===== config.mk =====
export PLATFORM = sky130hd
export DESIGN_NAME = exe_seq_ctrl
export DESIGN_NICKNAME = d
export VERILOG_FILES = /design/src/rtl/exe_seq_ctrl.sv
export SDC_FILE = /design/constraint.sdc
export NUM_CORES = 1
export LEC_CHECK = 0
export CAP_MARGIN = 20
export CORE_AREA = 2 2 169 171
export CTS_BUF_LIST = sky130_fd_sc_hd__clkbuf_8 sky130_fd_sc_hd__clkbuf_16
export DETAILED_ROUTE_END_ITERATION = 10
export DIE_AREA = 0 0 171 173
export GPL_TIMING_DRIVEN = 0
export PLACE_DENSITY = 0.69
export SETUP_SLACK_MARGIN = 0.3
export SYNTH_ARGS = -nofsm -noshare
export SYNTH_HDL_FRONTEND = slang
export SYNTH_SLANG_ARGS = --single-unit

===== constraint.sdc =====
create_clock -name clk -period 6.05 [get_ports clk]
set_input_delay 0.9075 -clock clk [delete_from_list [all_inputs] [get_ports clk]]
set_output_delay 0.9075 -clock clk [all_outputs]
set_load 0.05 [all_outputs]

===== src/rtl/exe_seq_ctrl.sv =====
// exe_seq_ctrl: multi-cycle sequencer for the execute datapath.
//
// Accepts one decoded instruction at a time over an in_valid/in_ready
// handshake. It steps the instruction through ALU evaluation (EXEC), an
// optional multi-cycle ALU wait (ALU_WAIT) and an optional load/store access
// (MEM), then retires it in a single write-back cycle (WB). This block is the
// only driver of the register-file write enable and of the memory request port.
//
// Ports
//   clk, rst          rising-edge clock, synchronous active-high reset
//   in_*              decoded instruction fields from decode (valid/ready)
//   alu_control       latched ALU operation select
//   alu_start         one-cycle start pulse for a multi-cycle ALU operation
//   alu_done          multi-cycle result valid
//   alu_result        ALU result or effective address
//   mem_req/we/addr/wdata, mem_ack, mem_rdata   load/store memory port
//   rf_wen/rf_rd/rf_wdata                        register-file write port
//   commit            one-cycle pulse when the instruction retires
//   busy              sequencer is not idle
//   err               (EXE_SEQ_CTRL_TIMEOUT_EN only) sticky MEM watchdog error
//
// Optional feature: define EXE_SEQ_CTRL_TIMEOUT_EN to add a MEM-state watchdog.
// After TIMEOUT MEM cycles without mem_ack the request is dropped, the
// instruction retires without a register write and err is raised until reset.
//
// Every output is taken from a register or from registered fields gated by a
// registered control flag, so no input reaches an output combinationally.

module exe_seq_ctrl #(
    parameter int XLEN    = 64,
    parameter int TIMEOUT = 255
) (
    input  logic            clk,
    input  logic            rst,
    input  logic            in_valid,
    output logic            in_ready,
    input  logic [11:0]     in_alu_control,
    input  logic [4:0]      in_rd,
    input  logic            in_rf_wen,
    input  logic            in_is_load,
    input  logic            in_is_store,
    input  logic            in_is_multi,
    input  logic [XLEN-1:0] in_store_data,
    output logic [11:0]     alu_control,
    output logic            alu_start,
    input  logic            alu_done,
    input  logic [XLEN-1:0] alu_result,
    output logic            mem_req,
    output logic            mem_we,
    output logic [XLEN-1:0] mem_addr,
    output logic [XLEN-1:0] mem_wdata,
    input  logic            mem_ack,
    input  logic [XLEN-1:0] mem_rdata,
    output logic            rf_wen,
    output logic [4:0]      rf_rd,
    output logic [XLEN-1:0] rf_wdata,
    output logic            commit,
`ifdef EXE_SEQ_CTRL_TIMEOUT_EN
    output logic            busy,
    output logic            err
`else
    output logic            busy
`endif
);

    typedef enum logic [2:0] {
        S_IDLE     = 3'd0,
        S_EXEC     = 3'd1,
        S_ALU_WAIT = 3'd2,
        S_MEM      = 3'd3,
        S_WB       = 3'd4
    } state_t;

    state_t state;

    // Registered control outputs
    logic ready_q;
    logic start_q;
    logic req_q;
    logic commit_q;
    logic wen_out_q;
    logic have_op_q;

    // Latched instruction fields and result (data path, not reset)
    logic [11:0]     alu_ctrl_q;
    logic [4:0]      rd_q;
    logic            rf_wen_q;
    logic            is_load_q;
    logic            is_store_q;
    logic [XLEN-1:0] store_data_q;
    logic [XLEN-1:0] res_q;

    logic accept;
    logic wb_wen;

    assign accept = (state == S_IDLE) && ready_q && in_valid;
    // Stores never write the register file and x0 is hard-wired to zero.
    assign wb_wen = rf_wen_q && (rd_q != 5'd0) && !is_store_q;

`ifdef EXE_SEQ_CTRL_TIMEOUT_EN
    localparam int CNT_W = (TIMEOUT > 1) ? $clog2(TIMEOUT) : 1;
    localparam logic [CNT_W-1:0] CNT_LAST = CNT_W'(TIMEOUT - 1);

    logic [CNT_W-1:0] to_cnt;
    logic             err_q;
`endif

    always_ff @(posedge clk) begin
        if (rst) begin
            state     <= S_IDLE;
            ready_q   <= 1'b0;
            start_q   <= 1'b0;
            req_q     <= 1'b0;
            commit_q  <= 1'b0;
            wen_out_q <= 1'b0;
            have_op_q <= 1'b0;
`ifdef EXE_SEQ_CTRL_TIMEOUT_EN
            to_cnt    <= '0;
            err_q     <= 1'b0;
`endif
        end else begin
            start_q   <= 1'b0;
            commit_q  <= 1'b0;
            wen_out_q <= 1'b0;
            unique case (state)
                S_IDLE: begin
                    if (accept) begin
                        ready_q   <= 1'b0;
                        have_op_q <= 1'b1;
                        if (in_is_multi) begin
                            state   <= S_ALU_WAIT;
                            start_q <= 1'b1;
                        end else begin
                            state <= S_EXEC;
                        end
                    end else begin
                        // Also raises in_ready on the first cycle out of reset.
                        ready_q <= 1'b1;
                    end
                end
                S_EXEC: begin
                    if (is_load_q || is_store_q) begin
                        state <= S_MEM;
                        req_q <= 1'b1;
`ifdef EXE_SEQ_CTRL_TIMEOUT_EN
                        to_cnt <= '0;
`endif
                    end else begin
                        state     <= S_WB;
                        commit_q  <= 1'b1;
                        wen_out_q <= wb_wen;
                    end
                end
                S_ALU_WAIT: begin
                    if (alu_done) begin
                        state     <= S_WB;
                        commit_q  <= 1'b1;
                        wen_out_q <= wb_wen;
                    end
                end
                S_MEM: begin
                    if (mem_ack) begin
                        req_q     <= 1'b0;
                        state     <= S_WB;
                        commit_q  <= 1'b1;
                        wen_out_q <= wb_wen;
                    end
`ifdef EXE_SEQ_CTRL_TIMEOUT_EN
                    else if (to_cnt == CNT_LAST) begin
                        // Abandon the access: retire with no write, flag error.
                        req_q    <= 1'b0;
                        state    <= S_WB;
                        commit_q <= 1'b1;
                        err_q    <= 1'b1;
                    end else begin
                        to_cnt <= to_cnt + CNT_W'(1);
                    end
`endif
                end
                S_WB: begin
                    state   <= S_IDLE;
                    ready_q <= 1'b1;
                end
                default: begin
                    state   <= S_IDLE;
                    ready_q <= 1'b0;
                    req_q   <= 1'b0;
                end
            endcase
        end
    end

    always_ff @(posedge clk) begin
        if (accept) begin
            alu_ctrl_q   <= in_alu_control;
            rd_q         <= in_rd;
            rf_wen_q     <= in_rf_wen;
            // Multi-cycle ops never touch memory.
            is_load_q    <= in_is_load  && !in_is_multi;
            is_store_q   <= in_is_store && !in_is_multi;
            store_data_q <= in_store_data;
        end
        if (state == S_EXEC) begin
            res_q <= alu_result;
        end else if ((state == S_ALU_WAIT) && alu_done) begin
            res_q <= alu_result;
        end else if ((state == S_MEM) && mem_ack && is_load_q) begin
            res_q <= mem_rdata;
        end
    end

    // Data outputs are gated by registered control flags so they read 0
    // whenever the corresponding port is idle, including during reset.
    assign in_ready    = ready_q;
    assign alu_control = have_op_q ? alu_ctrl_q : 12'd0;
    assign alu_start   = start_q;
    assign mem_req     = req_q;
    assign mem_we      = req_q && is_store_q;
    assign mem_addr    = req_q ? res_q : '0;
    assign mem_wdata   = req_q ? store_data_q : '0;
    assign rf_wen      = wen_out_q;
    assign rf_rd       = commit_q ? rd_q : 5'd0;
    assign rf_wdata    = commit_q ? res_q : '0;
    assign commit      = commit_q;
    assign busy        = (state != S_IDLE);
`ifdef EXE_SEQ_CTRL_TIMEOUT_EN
    assign err         = err_q;
`endif

endmodule


==> results of run 1 <==
==> worst register-to-register path: stages (launching register included) <==
cell and delay (ns):
dfxtp_1 0.38, clkbuf_1 0.23, a21bo_2 0.23, nand2_1 0.08, a21oi_4 0.46, buf_12 0.28, buf_12 0.23
==> registers in the layout, summed over array words and instances (netlist names), 3 cells and up <==
signal	count
store_data_q	64
state	3
alu_ctrl_q	12
res_q	64
rd_q	5
==> path summary, 6_finish.rpt <==
path	start	end	slack [ns]
setup reg to reg	state[1]$_SDFFE_PP0P_	res_q[62]$_DFFE_PP_	3.85
hold / removal	have_op_q$_SDFFE_PP0P_	have_op_q$_SDFFE_PP0P_	0.48
hold reg to reg	have_op_q$_SDFFE_PP0P_	have_op_q$_SDFFE_PP0P_	0.48
setup / recovery	mem_req$_SDFFE_PP0P_	mem_wdata[56]	2.20
==> kinds of logic after synthesis <==
family | Yosys count
buffers and inverters | 35
flip-flops | 157
multiplexers | 64
AND/OR/NAND/NOR | 237
AO/OA/AOI/OAI | 16
==> per-stage QoR <==
stage / hold slack [ns] / power [mW] / cells
after global placement: 0.469 / 2.41 / 1319
after global routing: 0.519 / 3.67 / 1354
after floorplan: 0.441 / 1.99 / 509
after detailed placement: 0.471 / 2.42 / 1322
final: 0.480 / 3.52 / 1354
after CTS: 0.485 / 3.57 / 1354
==> layout by cell type, fill, tap and decap left out, types with 6 or more instances in the layout <==
cell type and count:
clkdlybuf4s50_1 432, and2_1 210, edfxtp_1 148, mux2_1 51, clkbuf_1 25, clkbuf_16 17, mux2_2 13, dfxtp_1 9
buf_6 6
==> area by class of cell <==
class,instances,area [um^2]
inverter,3,13.8
fill,2588,15000
clock buffer,17,425
timing repair buffer,435,4390
tap,378,473
sequential,157,4620
clock inverter,15,188
multi-input combinational,317,2340
buffer,32,166
==> routing by layer <==
layer	vias up	GRT usage	share of wire	wire (um)
li1	2677	-	-	-
met1	2588	0.192	0.41	10100
met2	199	0.288	0.52	12700
met3	33	0.0343	0.048	1170
met4	0	0.0565	0.024	595
met5	-	0	0	0
==> where the power goes <==
part / internal, mW / switching (mW)
Sequential: 1.37 / 0.0484
Clock: 0.599 / 0.533
Combinational: 0.402 / 0.561
==> flow_summary_export.csv, run 1 <==
group,metric,value,unit
sta,slew_headroom,0.517,
detailed_routing,wl_per_cell,18.2,um
global_routing,grt_pass1_wl,35600,um
logic_synthesis,yosysMostFrequentCell,"and2_1",
sta,finClkSkew,0.0118,ns
logic_synthesis,netlist_top_cells_count,"and2_1 (210), edfxtp_1 (148), mux2_1 (51), clkbuf_1 (25), mux2_2 (13)",
die,initial_core_util,0.258,
layout,nets,1181,
detailed_routing,route.vias.total,5497,
pwr,power.density,279,nW/um^2
setup_path,worst_ep_required_time,5.14,ns
min_path,holdPathStages,2,
logic_synthesis,synth_cell_types,34,
global_routing,grt_usage,0.162,
logic_synthesis,syn_area_per_cell,14.0,um^2
logic_synthesis,synth_edf_count,148,
sta,finalCritPeriodShare,0.636,
clock_tree,clockRootBuffer,"clkbuf_16",
die,num_rows,61,
sta,slew_viol_final,0,
clock_tree,cts.sinks,157,
sta,finalHoldViolations,0,
detailed_routing,drc,0,
sta,fmax,260,MHz
die,ioPinCount,434,
clock_tree,cts.path.max_buffers,2,
detailed_routing,ant_nets,0,
logic_synthesis,ys_async_sr_fraction,0,
setup_path,path_class,"flip-flop to output pin",
sta,worst_slack,2.20,ns
logic_synthesis,synth_top_family_by_area,"simple AND/OR/NAND/NOR gates",
global_routing,grt_start_max_net_pins,71,
flow_run,drv_cap,0,
setup_path,reg2regPathDepth,6,
logic_synthesis,synth_xor_area_frac,0,
die,fp.dieW,171,um
pwr,leakagePower,4.39,nW
setup_path,cp.arrival,2.94,ns
clock_tree,cts_setup_buffers,0,
detailed_routing,first_pass_iters,6,
logic_synthesis,yosysSeqAreaShare,0.648,
global_routing,grt_pass1_vias,5726,
global_routing,overflow,0,
logic_synthesis,ys_top_cells_by_area,"edfxtp_1 (62%), and2_1 (18%), mux2_1 (8.0%), dfxtp_1 (2.5%), mux2_2 (2.1%)",
die,core,27600,um^2
clock_tree,cts_buffers,17,
setup_path,cp.buffers_inverters,3,
logic_synthesis,synthAdderAreaFrac,0,
min_path,min_path_type,"flip-flop to flip-flop",
logic_synthesis,ys_seq_elements,157,
placement,gp_congestion,0.819,
placement,portBuffers,432,
clock_tree,cts-hold-fix-buffers,0,
layout,syn_to_final_growth,77.0,%
placement,dpl.hpwl,18900,um
placement,dp_slack,2.47,ns
clock_tree,cts_resized,0,
setup_path,crit_path_start_kind,"flip-flop",
clock_tree,tritoncts,"yes",
logic_synthesis,ys.warnings.count,0,
pwr,vdd_ir_drop_max,0.162,mV
sta,tightest_slew,0.725,ns
logic_synthesis,synth_nets,727,
detailed_routing,drt_iter0_markers,283,
logic_synthesis,syn_inst,509,
setup_path,cp_slowest_cell,"clkdlybuf4s50_1",
layout,post-route-util,0.457,
outcome,status,"finished, final reports clean",
logic_synthesis,synth_top_area_frac,0.623,
sta,setup_viol,0,
clock_tree,clk_pin_slew,0.07,ns
setup_path,worstSetupEndpointType,"output pin",
clock_tree,clock_latency,0.42,ns
logic_synthesis,synth_compound_area_frac,0.0175,
logic_synthesis,synthFlopType,"edfxtp_1",
logic_synthesis,synth-simple-area-share,0.208,
die,dieArea,29600,um^2
layout,drive_above_1_share,0.0645,
detailed_routing,routed_wl,24600,um
sta,rsz0062_at_grt,"no",
logic_synthesis,netlist_area,7130,um^2
setup_path,worst-path-stages,4,
logic_synthesis,yosys.area.top_type,"edfxtp_1",
setup_path,path_max_fanout,10,
placement,place_area,12000,um^2
detailed_routing,via_per_inst,4.06,
logic_synthesis,synthMuxAreaShare,0.101,
setup_path,crit_chain,"clkbuf_1 > clkbuf_1 > and2_1 > clkdlybuf4s50_1",
layout,fin_area,12600,um^2
setup_path,crit_top_cell,"clkbuf_1",
sta,min_period,3.85,ns
clock_tree,htree_num_levels,4,
layout,n_antenna_cell,0,
setup_path,crit_path_max_incr_delay,0.82,ns
sta,setup_tns,0,ns
global_routing,antenna_found_initial,0,
die,die_h,173,um
setup_path,path_delay_family,"buffers and inverters",
(Power assumes the default switching activity.)
==> run 2, diff against run 1 <==
- clock period: 6.05 -> 4 ns (I/O delays scaled with it)
==> flow_summary_export.csv, run 2 (synthesis gave the netlist of run 1 again) <==
group,metric,value,unit
global_routing,grt_pass1_wl,35800,um
outcome,status,"finished, final reports clean",
setup_path,cp.buffers_inverters,3,
setup_path,crit_path_max_incr_delay,0.84,ns
setup_path,cp.arrival,2.79,ns
setup_path,crit_chain,"clkbuf_2 > clkbuf_1 > and2_1 > clkdlybuf4s50_1",
setup_path,cp_slowest_cell,"clkdlybuf4s50_1",
clock_tree,clk_pin_slew,0.07,ns
sta,slew_headroom,0.523,
pwr,finalPower,5.38,mW
clock_tree,htree_num_levels,4,
placement,dp_cells,1322,
clock_tree,cts.sinks,157,
setup_path,reg2regPathDepth,6,
detailed_routing,route.vias.total,5586,
sta,setup_viol,0,
placement,gp_congestion,0.822,
die,core,27600,um^2
clock_tree,cts.path.max_buffers,2,
detailed_routing,drt_iter0_markers,254,
setup_path,r2r_end,"res_q[39]$_DFFE_PP_",
sta,fmax,295,MHz
min_path,holdPathStages,2,
die,fp.dieW,171,um
sta,finalCritPeriodShare,0.847,
die,dieArea,29600,um^2
pwr,leakagePower,4.40,nW
setup_path,path_max_fanout,10,
flow_run,drv_cap,0,
layout,final_cell_mix,"clkdlybuf4s50_1 (432), and2_1 (210), edfxtp_1 (148), mux2_1 (51), clkbuf_1 (24)",
layout,fin_cells,1354,
clock_tree,clock_latency,0.42,ns
sta,tightest_slew,0.715,ns
setup_path,path_class,"flip-flop to output pin",
global_routing,grt_pass1_vias,5739,
placement,portBuffers,432,
sta,min_period,3.39,ns
clock_tree,tritoncts,"yes",
sta,finClkSkew,0.0105,ns
global_routing,grt_usage,0.165,
pwr,vdd_ir_drop_max,0.290,mV
die,die_h,173,um
sta,slew_viol_final,0,
detailed_routing,first_pass_iters,6,
layout,fin_area,12600,um^2
die,initial_core_util,0.258,
clock_tree,cts_setup_buffers,0,
sta,finalHoldViolations,0,
sta,rsz0062_at_grt,"no",
detailed_routing,via_per_inst,4.13,
global_routing,overflow,0,
layout,final_common_cell,"clkdlybuf4s50_1",
die,ioPinCount,434,
pwr,power.density,425,nW/um^2
layout,top_regs,"res_q x64, store_data_q x64, alu_ctrl_q x12",
setup_path,path_delay_family,"buffers and inverters",
layout,drive_above_1_share,0.0645,
min_path,min_path_type,"flip-flop to flip-flop",
placement,dpl.hpwl,19600,um
setup_path,worstSetupEndpointType,"output pin",
layout,nets,1181,
global_routing,grt_start_max_net_pins,70,
placement,place_area,12000,um^2
detailed_routing,routed_wl,25000,um
clock_tree,cts-hold-fix-buffers,0,
min_path,holdCritStartpoint,"have_op_q$_SDFFE_PP0P_",
global_routing,antenna_found_initial,1,
layout,n_antenna_cell,0,
clock_tree,cts_buffers,17,
detailed_routing,drc,0,
setup_path,rrSetupSlack,1.73,ns
layout,syn_to_final_growth,77.2,%
detailed_routing,ant_nets,0,
setup_path,rr_startpoint,"state[1]$_SDFFE_PP0P_",
min_path,min_delay_worst_endpoint,"have_op_q$_SDFFE_PP0P_",
setup_path,worst_ep_required_time,3.40,ns
clock_tree,clockRootBuffer,"clkbuf_16",
setup_path,crit_path_start_kind,"flip-flop",
setup_path,critPathLaunch,"mem_req$_SDFFE_PP0P_",
die,num_rows,61,
detailed_routing,wl_per_cell,18.5,um
[run 2: how the worst max path moves through the flow]
stage	end	slack (ns)	depth (start not counted)
global placement	res_q[45]$_DFFE_PP_	-0.73	3
detailed placement	mem_addr[29]	0.67	4
CTS	rf_wdata[61]	0.55	4
global route	rf_wdata[58]	0.40	4
finish	mem_addr[29]	0.61	4
floorplan	alu_ctrl_q[0]$_DFFE_PP_	0.91	3
[run 2: worst reg2reg max path, stage by stage (launching register included)]
cell,delay (ns)
dfxtp_1,0.37
clkbuf_1,0.23
a21bo_2,0.24
nand2_1,0.08
a21oi_4,0.53
buf_12,0.27
buf_12,0.25
[run 2: per-layer routing]
metal | global-route usage | share of wire
met5 | 0 | 0.00052
met3 | 0.0375 | 0.056
met1 | 0.192 | 0.40
met4 | 0.0501 | 0.017
met2 | 0.300 | 0.52
[run 2: per-stage QoR]
stage	util	setup WS, ns	hold WS, ns	TNS (ns)
6_report	0.458	0.614	0.476	0
5_1_grt	0.458	0.400	0.522	0
2_1_floorplan	-	0.913	0.441	0
3_5_place_dp	0.435	0.674	0.468	0
3_3_place_gp	0.432	-0.733	0.470	-59.04
4_1_cts	0.458	0.549	0.482	0
[run 2: cell type report]
class	count	area (um^2)
Sequential cell	157	4620
Clock inverter	15	205
Inverter	3	13.8
Fill cell	2540	15000
Clock buffer	17	425
Multi-Input combinational cell	317	2340
Buffer	32	168
Tap cell	378	473
Timing Repair Buffer	435	4390
[run 2: repair_timing]
item | in CTS | in global routing
resized for setup | 1 | 0
endpoints found under the hold margin | 0 | 0
endpoints found under the setup margin | 21 | 0
[run 2: power breakdown]
part	total, mW	switching (mW)	internal [mW]
registers	2.15	0.0697	2.08
clock network	1.76	0.754	1.01
logic	1.46	0.856	0.609
total	5.38	1.68	3.70
==> run 3, diff against run 2 <==
- CORE_AREA: 2 2 169 171 -> 2 2 167 169
- DIE_AREA: 0 0 171 173 -> 0 0 169 171
- PLACE_DENSITY: 0.69 -> 0.73
- clock period: 4 -> 3 ns (I/O delays scaled with it)
==> flow_summary_export.csv, run 3 (synthesis gave the netlist of run 1 again) <==
group,metric,value,unit
clock_tree,clockRootBuffer,"clkbuf_16",
setup_path,critPathLaunch,"commit$_SDFF_PP0_",
die,num_rows,61,
sta,slew_viol_final,0,
setup_path,rr_startpoint,"state[1]$_SDFFE_PP0P_",
setup_path,path_class,"flip-flop to output pin",
detailed_routing,ant_nets,0,
sta,finalCritPeriodShare,0.857,
setup_path,cp-endpoint,"rf_wdata[23]",
detailed_routing,drt_iter0_markers,245,
clock_tree,clock_latency,0.42,ns
sta,rsz0062_at_grt,"no",
die,initial_core_util,0.261,
global_routing,grt_pass1_wl,34400,um
sta,fmax,389,MHz
layout,fillCellCount,2513,
layout,top_regs,"res_q x64, store_data_q x64, alu_ctrl_q x12",
placement,gp_congestion,0.835,
pwr,vdd_ir_drop_max,0.408,mV
layout,drive_above_1_share,0.191,
setup_path,path_max_fanout,10,
clock_tree,clk_pin_slew,0.07,ns
detailed_routing,first_pass_iters,4,
detailed_routing,route.vias.total,5694,
detailed_routing,wl_per_cell,18.6,um
sta,setup_viol,0,
detailed_routing,via_per_inst,4.30,
clock_tree,cts.sinks,157,
global_routing,top_usage_layer,"met2",
detailed_routing,drc,0,
global_routing,antenna_found_initial,1,
global_routing,gr-usage-met2,0.290,
setup_path,r2r_end,"res_q[50]$_DFFE_PP_",
clock_tree,cts.path.max_buffers,2,
clock_tree,cts_setup_buffers,0,
sta,finClkSkew,0.0125,ns
setup_path,worst_ep_required_time,2.55,ns
layout,nets,1182,
global_routing,gr-usage-met3,0.0402,
clock_tree,cts-hold-fix-buffers,0,
pwr,leakagePower,5.13,nW
placement,dp_slack,-0.125,ns
layout,final_cell_mix,"clkdlybuf4s50_1 (237), and2_1 (210), edfxtp_1 (148), clkdlybuf4s15_2 (99), dlygate4sd2_1 (67)",
min_path,min_path_type,"input port to flip-flop",
placement,portBuffers,432,
layout,final_common_cell,"clkdlybuf4s50_1",
setup_path,rrSetupSlack,0.54,ns
sta,finalHoldViolations,0,
clock_tree,htree_num_levels,4,
layout,fin_cells,1324,
global_routing,grt_start_max_net_pins,44,
global_routing,grt_use_met1,0.189,
pwr,power.density,555,nW/um^2
pwr,finalPower,7.02,mW
detailed_routing,routed_wl,24600,um
sta,whs,0.445,ns
global_routing,grt_usage,0.161,
die,die_h,171,um
die,ioPinCount,434,
placement,dpl.hpwl,19300,um
die,dieArea,28900,um^2
sta,tightest_slew,0.926,ns
die,fp.dieW,169,um
flow_run,drv_cap,0,
sta,slew_headroom,0.381,
placement,dp_cells,1291,
clock_tree,tritoncts,"yes",
global_routing,overflow,0,
clock_tree,cts_buffers,17,
setup_path,reg2regPathDepth,6,
setup_path,cp.arrival,2.12,ns
setup_path,crit_path_start_kind,"flip-flop",
sta,min_period,2.57,ns
layout,syn_to_final_growth,77.2,%
global_routing,grt_pass1_vias,5706,
outcome,status,"finished, final reports clean",
die,core,27300,um^2
sta,worst_slack,0.431,ns
setup_path,worstSetupEndpointType,"output pin",
run 3: worst min path at each step:
stage	start	endpoint	slack (ns)	depth (start not counted)
finish	rst	have_op_q$_SDFFE_PP0P_	0.45	2
global route	rst	have_op_q$_SDFFE_PP0P_	0.48	2
CTS	rst	have_op_q$_SDFFE_PP0P_	0.45	2
detailed placement	have_op_q$_SDFFE_PP0P_	have_op_q$_SDFFE_PP0P_	0.47	2
global placement	have_op_q$_SDFFE_PP0P_	have_op_q$_SDFFE_PP0P_	0.46	2
floorplan	have_op_q$_SDFFE_PP0P_	have_op_q$_SDFFE_PP0P_	0.44	2
run 3: power breakdown:
part	switching, mW	internal, mW	total [mW]	leakage [nW]
registers	0.101	2.77	2.87	1.44
logic	1.14	0.772	1.91	3.40
clock network	1.04	1.20	2.24	0.295
total	2.28	4.74	7.02	5.13
run 3: routing by layer:
metal / vias to the layer above / wire (um)
li1: 2683 / -
met5: - / 0
met2: 222 / 12800
met1: 2762 / 9840
met3: 27 / 1510
met4: 0 / 469
run 3: layout make-up:
cell class	count	area, um^2	area share
multi-input cells	317	2340	0.185
clock inverters	15	169	0.0134
well taps	346	433	0.0342
diodes	1	2.50	0.000198
plain buffers	32	185	0.0146
flip-flops and latches	157	4630	0.366
repair buffers	436	4440	0.351
inverters	3	15.0	0.00119
clock buffers	17	425	0.0337
run 3: critical path, stage by stage (launching register included):
cell and delay [ns]:
dfxtp_2 0.47, clkbuf_2 0.29, and2_1 0.16, clkdlybuf4s50_1 0.80
run 3: per-stage QoR:
step           utilization  area [um^2]  TNS, ns
2_1_floorplan            -         7150        0
5_1_grt              0.463        12600        0
3_5_place_dp         0.439        12000    -4.58
4_1_cts              0.462        12600        0
3_3_place_gp         0.436        11900   -55.11
6_report             0.463        12600        0
run 3: timing repair:
action / in CTS / in global routing
setup endpoints to repair: 188 / 83
pin swaps: 0 / 0
gates resized for setup: 392 / 47
